## src/rtl/icache_pkg.sv

```systemverilog
// icache_pkg: shared FSM states, geometry helpers and byte select for the instruction cache
package icache_pkg;
  typedef enum logic [2:0] {IDLE, LOOKUP, MISS_REQ, MISS_WAIT, RESPOND} state_t;
  localparam int MAX_LINE_BITS = 512;
  function automatic int off_bits(input int line_bytes);
    return $clog2(line_bytes);
  endfunction
  function automatic int idx_bits(input int sets);
    return $clog2(sets);
  endfunction
  function automatic int tag_bits(input int addr_w, input int line_bytes, input int sets);
    return addr_w - $clog2(line_bytes) - $clog2(sets);
  endfunction
  function automatic logic [7:0] byte_sel(input logic [MAX_LINE_BITS-1:0] line, input logic [5:0] off);
    return line[{off, 3'b000} +: 8];
  endfunction
endpackage

```

## src/rtl/icache_way.sv

```systemverilog
// icache_way: one way's tag/valid/data array with combinational read and tag compare
module icache_way #(
  parameter int SETS   = 8,
  parameter int IDX_W  = 3,
  parameter int TAG_W  = 24,
  parameter int LINE_W = 256
) (
  input  logic              clk,
  input  logic              reset,
  input  logic              clr,
  input  logic              we,
  input  logic [IDX_W-1:0]  idx,
  input  logic [TAG_W-1:0]  tag,
  input  logic [LINE_W-1:0] wline,
  output logic              valid,
  output logic              hit,
  output logic [LINE_W-1:0] line
);
  logic [SETS-1:0]   valid_q;
  logic [TAG_W-1:0]  tag_q  [SETS];
  logic [LINE_W-1:0] data_q [SETS];
  always_ff @(posedge clk) begin
    if (!reset || clr) valid_q <= '0;
    else if (we) valid_q[idx] <= 1'b1;
    if (we) begin
      tag_q[idx]  <= tag;
      data_q[idx] <= wline;
    end
  end
  assign valid = valid_q[idx];
  assign hit   = valid && tag_q[idx] == tag;
  assign line  = data_q[idx];
endmodule

```

## src/rtl/icache_assoc.sv

```systemverilog
// icache_assoc: N-way set-associative read-only instruction cache with line refill FSM
module icache_assoc
  import icache_pkg::*;
#(
  parameter int ADDR_W     = 32,
  parameter int WAYS       = 2,
  parameter int SETS       = 8,
  parameter int LINE_BYTES = 32
) (
  input  logic                    clk,
  input  logic                    reset,
  input  logic                    req_valid,
  input  logic [ADDR_W-1:0]       req_addr,
  output logic                    req_ready,
  output logic                    resp_valid,
  output logic                    resp_hit,
  output logic [7:0]              resp_data,
  input  logic                    flush,
  output logic                    mem_req_valid,
  output logic [ADDR_W-1:0]       mem_req_addr,
  input  logic                    mem_req_ready,
  input  logic                    mem_resp_valid,
  input  logic [8*LINE_BYTES-1:0] mem_resp_data
);
  localparam int OFF_W  = off_bits(LINE_BYTES);
  localparam int IDX_W  = idx_bits(SETS);
  localparam int TAG_W  = tag_bits(ADDR_W, LINE_BYTES, SETS);
  localparam int LINE_W = 8 * LINE_BYTES;
  localparam int PTR_W  = WAYS > 1 ? $clog2(WAYS) : 1;
  state_t state_q, state_d;
  logic [ADDR_W-1:0] addr_q;
  logic [7:0] byte_q;
  logic flush_pend, fill, clr, use_ptr, hit_any;
  logic [PTR_W-1:0] ptr_q [SETS];
  logic [PTR_W-1:0] victim;
  logic [WAYS-1:0] hit, vld;
  logic [LINE_W-1:0] lines [WAYS];
  logic [MAX_LINE_BITS-1:0] hit_line, fill_line;
  logic [TAG_W-1:0] tag;
  logic [IDX_W-1:0] idx;
  logic [OFF_W-1:0] off;
  assign tag = addr_q[ADDR_W-1 -: TAG_W];
  assign idx = addr_q[OFF_W +: IDX_W];
  assign off = addr_q[OFF_W-1:0];
  assign hit_any = |hit;
  assign fill = reset && state_q == MISS_WAIT && mem_resp_valid;
  // a pending flush is applied on whichever edge returns the FSM to IDLE
  assign clr = (flush || flush_pend) && state_d == IDLE;
  for (genvar w = 0; w < WAYS; w++) begin : g_way
    icache_way #(.SETS(SETS), .IDX_W(IDX_W), .TAG_W(TAG_W), .LINE_W(LINE_W)) u_way (
      .clk(clk), .reset(reset), .clr(clr), .we(fill && victim == PTR_W'(w)),
      .idx(idx), .tag(tag), .wline(mem_resp_data),
      .valid(vld[w]), .hit(hit[w]), .line(lines[w])
    );
  end
  always_comb begin
    hit_line = '0;
    fill_line = '0;
    fill_line[LINE_W-1:0] = mem_resp_data;
    victim = ptr_q[idx];
    use_ptr = 1'b1;
    for (int w = WAYS - 1; w >= 0; w--) begin
      if (hit[w]) hit_line[LINE_W-1:0] = lines[w];
      if (!vld[w]) begin
        victim = PTR_W'(w);
        use_ptr = 1'b0;
      end
    end
  end
  always_comb begin
    state_d = state_q;
    case (state_q)
      IDLE:      state_d = req_valid && req_ready ? LOOKUP : IDLE;
      LOOKUP:    state_d = hit_any ? IDLE : MISS_REQ;
      MISS_REQ:  state_d = mem_req_ready ? MISS_WAIT : MISS_REQ;
      MISS_WAIT: state_d = mem_resp_valid ? RESPOND : MISS_WAIT;
      default:   state_d = IDLE;
    endcase
  end
  always_ff @(posedge clk) begin
    if (!reset) begin
      state_q <= IDLE;
      flush_pend <= 1'b0;
      for (int s = 0; s < SETS; s++) ptr_q[s] <= '0;
    end else begin
      state_q <= state_d;
      flush_pend <= state_d != IDLE && (flush_pend || flush);
      if (state_q == IDLE && state_d == LOOKUP) addr_q <= req_addr;
      if (fill) begin
        byte_q <= byte_sel(fill_line, 6'(off));
        if (use_ptr) ptr_q[idx] <= ptr_q[idx] == PTR_W'(WAYS - 1) ? '0 : ptr_q[idx] + 1'b1;
      end
    end
  end
  assign req_ready     = reset && state_q == IDLE && !flush;
  assign resp_hit      = state_q == LOOKUP && hit_any;
  assign resp_valid    = resp_hit || state_q == RESPOND;
  assign resp_data     = resp_hit ? byte_sel(hit_line, 6'(off)) : state_q == RESPOND ? byte_q : 8'h00;
  assign mem_req_valid = state_q == MISS_REQ;
  assign mem_req_addr  = mem_req_valid ? {tag, idx, {OFF_W{1'b0}}} : '0;
  assert property (@(posedge clk) disable iff (!reset) state_q == LOOKUP |-> $onehot0(hit));
endmodule
```

## config.mk

```make
export PLATFORM = sky130hd
export DESIGN_NAME = icache_assoc
export DESIGN_NICKNAME = d
export VERILOG_FILES = /design/src/rtl/icache_pkg.sv /design/src/rtl/icache_way.sv /design/src/rtl/icache_assoc.sv
export SDC_FILE = /design/constraint.sdc
export NUM_CORES = 2
export LEC_CHECK = 0
export CAP_MARGIN = 20
export CORE_UTILIZATION = 50
export CTS_CLUSTER_SIZE = 40
export DETAILED_ROUTE_END_ITERATION = 16
export GPL_ROUTABILITY_DRIVEN = 0
export PLACE_DENSITY = 0.66
export SLEW_MARGIN = 10
export SYNTH_ARGS = -nofsm -noshare
export SYNTH_HDL_FRONTEND = slang
export SYNTH_MEMORY_MAX_BITS = 65536
export SYNTH_SLANG_ARGS = --single-unit
```

## constraint.sdc

```tcl
create_clock -name clk -period 39.7 [get_ports clk]
set_clock_uncertainty 0.05 [all_clocks]
set_input_delay 7.94 -clock clk [delete_from_list [all_inputs] [get_ports clk]]
set_output_delay 7.94 -clock clk [all_outputs]
set_load 0.02 [all_outputs]
```

---- Yosys cells after proc, flatten, opt, wreduce, memory -nomap -nowiden ----
Memories as Yosys holds them, arrays and structs flattened. A register that Yosys moved wholly into a read port is not among the register bits.
Index checks and enable logic that the tools add are counted.
operators by class
  multiplexer cells ....................... 38
  shifts and indexed selects .............. 2
  order comparisons ....................... 2
  bitwise gates (word level) .............. 3
  reductions and logical operators ........ 26
  equal/unequal tests ..................... 7
  add/sub/neg operators ................... 1
operator list
  kind                  number
  $shiftx A512 B9 Y8    2
  $mux W256             2
  $eq A24 B24 Y1        2
  $mux W32              1
  $mux W1               21
  $mux W3               7
  $mux W8               2
  $or A8 B8 Y8          2
  $logic_and A1 B1 Y1   14
  $pmux W3 S4           1
  $bmux W1 S3           2
  $eq A3 B1 Y1 const B  2
  $eq A3 B2 Y1 const B  2
  $logic_not A3 Y1      2
  $lt A3 B4 Y1 const B  1
  $reduce_and A2 Y1     2
  $demux W1 S3          1
  $eq A3 B3 Y1 const B  1
  $ge A3 B1 Y1 const B  1
  $logic_or A1 B1 Y1    3
  $reduce_bool A3 Y1    1
  $logic_not A1 Y1      2
  $mux W2               1
  $reduce_or A2 Y1      1
  other kinds (3)       3
word-level totals
  RAM bits ................................ 4,488
  logic and storage cells ................. 90
  output and inout bits ................... 44
  input port bits ......................... 294
  memories kept ........................... 5
  register bits after elaboration ......... 60
memory list
  name                   depth  width  rd ports  clocked after Yosys merged registers in  wr ports  line                source
  g_way[0].u_way.data_q  8      256    1         1                                        1         icache_way.sv:21    logic [LINE_W-1:0] data_q [SETS];
  g_way[1].u_way.data_q  8      256    1         1                                        1         icache_way.sv:21
  g_way[0].u_way.tag_q   8      24     1         1                                        1         icache_way.sv:20    logic [TAG_W-1:0] tag_q [SETS];
  g_way[1].u_way.tag_q   8      24     1         1                                        1         icache_way.sv:20
  ptr_q                  8      1      1         1                                        8         icache_assoc.sv:34  logic [PTR_W-1:0] ptr_q [SETS];

---- Depth between registers and ports, before layout ----
  word-level depth ........................ 10
  gate-level depth with buffers ........... 19
  depth with buffers taken out ............ 11

---- Hierarchy ----
From an unflattened synthesis, not the netlist that was laid out.
second synthesis, totals
  cells, all modules ...................... 9,927
  area, all modules ....................... 181,142.5 µm²
by module, submodules not included
  module        area each (µm²)  instances  cells each  seq. area each (µm²)
  icache_way    86,339.1         2          4,656       67,424.7
  icache_assoc  8,464.4          1          615         1,501.4

---- Least setup slack after synthesis ----
Ideal clock, no wire load.
  path kind ............................... input port to flip-flop
  start ................................... input port reset
  end ..................................... memory g_way[0].u_way.data_q[0][0] (enable)
  cell stages on the path ................. 4
  buffers on the path ..................... 0
  library setup time ...................... 1.619 ns
  required time ........................... 38.031 ns
  path slack .............................. 2.668 ns
  data arrival time ....................... 35.363 ns
  cell sequence ........................... nand2b_1 nor2_1 o21ai_1 nor4_1
on the way
  cells in the longest elaborated chain, start to end .. 5
RTL lines
  element                           line                source
  start: declaration                icache_assoc.sv:11  input logic reset,
  $logic_and A1 B1 Y1 (2 in a row)  icache_assoc.sv:46  assign fill = reset && state_q == MISS_WAIT && mem_resp_valid;
  $logic_and A1 B1 Y1               icache_assoc.sv:51  .clk(clk), .reset(reset), .clr(clr), .we(fill && victim == PTR_W'(w)),
  $mux W1                           icache_way.sv:25    if (we) begin
  $mux W1 (not written as such)     icache_way.sv:27    data_q[idx] <= wline;
  end: declaration                  icache_way.sv:21
Every way passes these cells.

==> impl_metrics.tcl <==
set metrics [dict create \
    synth_seq_area_share_pct 77.4 \
    cts_buffers 451 \
    cp.arrival_ns 10.66 \
    cts_tree "done" \
    ir_drop_mv 0.0426 \
    fmax_ghz 0.0536 \
    final_area_um2 200000 \
    post-cts-setup-buffer-count 0 \
    synth.distinct_cells 70 \
    clock_sinks 4551 \
    core_um2 350000 \
    final_cells 13000 \
    hpwlAfterDp_mm 254 \
    synth_cells 7363 \
    dieArea_um2 354000 \
    hp-start "g_way[1].u_way.valid_q[5]" \
    hold_path_end "g_way[1].u_way.valid_q[5]" \
    critPathMaxFanout 92 \
    synth_common_cells "edfxtp_1 (4520), mux4_2 (1350), nand2_1 (228)" \
    rsz0062_at_grt "false" \
    hp-class "reg -> reg" \
    io_pins 338 \
    crit_path_max_incr_delay_ns 0.91 \
    num_rows 217 \
    cp-start-kind "flop" \
    power_density_nw_per_um2 49.6 \
    grt_pass1_wl_mm 641 \
    die_w_um 595 \
    drcViolationCount 0 \
    path_class "reg -> out" \
    syn_area_um2 176000 \
    slowest_stage "dfxtp_4" \
    grt_use_met3_pct 5.03 \
    dp_cells 12100 \
    fin_crit_sh_pct 47.0 \
    r2r_end "g_way[0].u_way.data_q[6][210]" \
    synth-edff-count 4520 \
    cts_resized 0 \
    hold_path_depth 2 \
    syn-mean-instance-area_um2 23.9 \
    setup_viol 0 \
    root_buffer "clkbuf_16" \
    grt_pass1_vias 85800 \
    yosys_register_bits 4551 \
    synth_area_leaders "edfxtp_1 (77%), mux4_2 (17%), mux2i_1 (0.87%), nand2_1 (0.49%), clkbuf_1 (0.39%)" \
    grt_max_degree 102 \
    setup.worst_path.end_class "primary output" \
    ys_warn_count 0 \
    fillerInstances 24800 \
    path_buf_inv 7 \
    grt.busiest_layer "met2" \
    viasPerCell 6.45 \
    path_delay_family "buffers and inverters" \
    slew_violations 0 \
    drt_wl_total_mm 451 \
    cp_common_cell "buf_4" \
    wl_per_cell_um 34.7 \
    slew_headroom_pct 21.8 \
    nets 8277 \
    synth.largest_area_cell "edfxtp_1" \
    hold_viol_final 0 \
    required_ns 31.71 \
    hold_buffers 0 \
    dieHeight_um 595 \
    fin_crit_ns 18.65 \
    initial_core_util_pct 50.3 \
    drive_above_1_share_pct 27.7 \
    p_total_mw 9.93 \
    worst_hold_slack_ns 0.418 \
    multiInputGateArea_um2 37800 \
    htree_levels 5 \
    cp_cell_sequence "buf_4, buf_12, buf_4, mux2i_1, a22o_1, o21a_1, nor4_1, nand4_1, buf_4, nor3_4, buf_4, buf_4, mux2i_1, o22ai_1, or4_1, o21ai_0, nand3_1, clkdlybuf4s50_1" \
    port_buffers 332 \
    ff2ff_setup_slack_ns 31.60 \
    clk_pin_slew_worst_paths_ns 0.06 \
    synth_top_cell_area_share_pct 77.1 \
    tightestPinTransition_ns 1.17 \
    place_area_um2 185000 \
    clk-insertion-delay-late_ns 0.98 \
    leakage_nw 61.7 \
    synth-main-ff-cell "edfxtp_1" \
    status "completed" \
    drt.antenna.violating_nets 0 \
    grt_use_met1_pct 35.4 \
    seq_area_um2 136000 \
    first_iter_violations 10200 \
    grt_use_total_pct 25.4 \
    syn_to_final_growth_pct 13.6 \
    antenna_found_initial 106 \
    cts_max_path_buffers 4 \
    via_count 83900 \
    grt-ovfl-total 0 \
    setup_tns_ns 0 \
    dr.pass1.iters 5 \
    rr_worst_depth 13 \
    async_flop_share_pct 0 \
    globalRouteMet2Util_pct 41.1 \
    max_cap_viol_count 0 \
    yosysMostFrequentCell "edfxtp_1" \
]
final cells by class:
class / instances / share of cell area (%)
clock buffer: 538 / 5.85
clock inverter: 294 / 1.43
multi-input combinational: 2403 / 18.9
inverter: 10 / 0.0238
tap: 4599 / 2.88
sequential: 4551 / 68.2
timing repair buffer: 566 / 2.70
antenna: 40 / 0.0500
worst max path at each step:
stage | endpoint | depth (start not counted) | slack [ns] | from
final | resp_data[2] | 18 | 21.05 | flop
after global routing | resp_data[2] | 18 | 20.47 | flop
after CTS | resp_data[2] | 18 | 20.92 | flop
after detailed placement | req_ready | 4 | 21.76 | reset
after global placement | resp_data[4] | 18 | 21.53 | flop
after floorplan | g_way[0].u_way.data_q[0][0] | 4 | 2.67 | reset
where the power goes:
part	switching (mW)	total, mW	internal [mW]
Clock	1.81	4.20	2.39
Sequential	0.00634	5.29	5.28
Combinational	0.248	0.447	0.199
Total	2.07	9.93	7.86
flip-flops by register name, indices dropped and copies added (netlist names), named ones only:
| register | flops |
|---|---|
| state_q | 3 |
| g_way.u_way.data_q | 4096 |
| addr_q | 32 |
| flush_pend | 1 |
| ptr_q | 8 |
| g_way.u_way.tag_q | 384 |
| byte_q | 8 |
| g_way.u_way.valid_q | 16 |
metal layers:
metal / up-vias / wire (um) / part of all wire (%)
met5: - / 578 / 0.13
met2: 4119 / 221000 / 49
met1: 45600 / 173000 / 38
met4: 92 / 13500 / 3.0
met3: 835 / 42400 / 9.4
li1: 33200 / - / -
worst reg2reg max path, cell delays in order, from the launching register on:
cell and delay, ns:
dfxtp_4 0.91, buf_4 0.73, buf_4 0.92, mux4_2 0.62, nand2_1 0.08, nand2_1 0.17
nor2_1 0.18, o21ai_1 0.07, buf_4 0.23, nor2_4 0.53, buf_12 0.51, buf_12 0.76
buf_4 0.99, buf_4 0.95
per-stage QoR:
| stage | util (%) | worst slack [ns] |
|---|---|---|
| global route | 57.1 | 20.47 |
| floorplan | - | 2.67 |
| global placement | 52.9 | 21.53 |
| detailed placement | 53.0 | 21.76 |
| finish | 57.2 | 21.05 |
| CTS | 57.1 | 20.92 |
kinds of logic after synthesis:
kind of cell,share of synthesized area [%]
multiplexers,18.5
XOR/XNOR,0.194
AND/OR/NAND/NOR,1.46
other,0.00213
flip-flops,77.4
AO/OA/AOI/OAI,1.18
buffers and inverters,1.18
cell usage in the layout, fill, tap and decap left out, types with 13 or more instances in the layout:
cell	instances
a2111oi_0	17
xor2_1	13
a21oi_1	39
diode_2	40
nand3_1	87
and2_1	33
mux2_2	35
a31oi_1	16
dfxtp_1	28
a32oi_1	28
edfxtp_1	4520
nand2_1	227
o21ai_0	22
clkinv_2	99
buf_12	24
mux4_2	1350
clkinvlp_4	19
xnor2_1	26
nor2_1	52
clkbuf_16	455
buf_4	207
nand4_1	25
mux2i_1	153
a22oi_1	13
clkinv_1	102
o22ai_1	28
o31ai_1	19
a22o_1	14
bufinv_16	43
nor2_4	15
and3_1	15
clkdlybuf4s50_1	332
clkbuf_1	83
(Power assumes the default switching activity.)
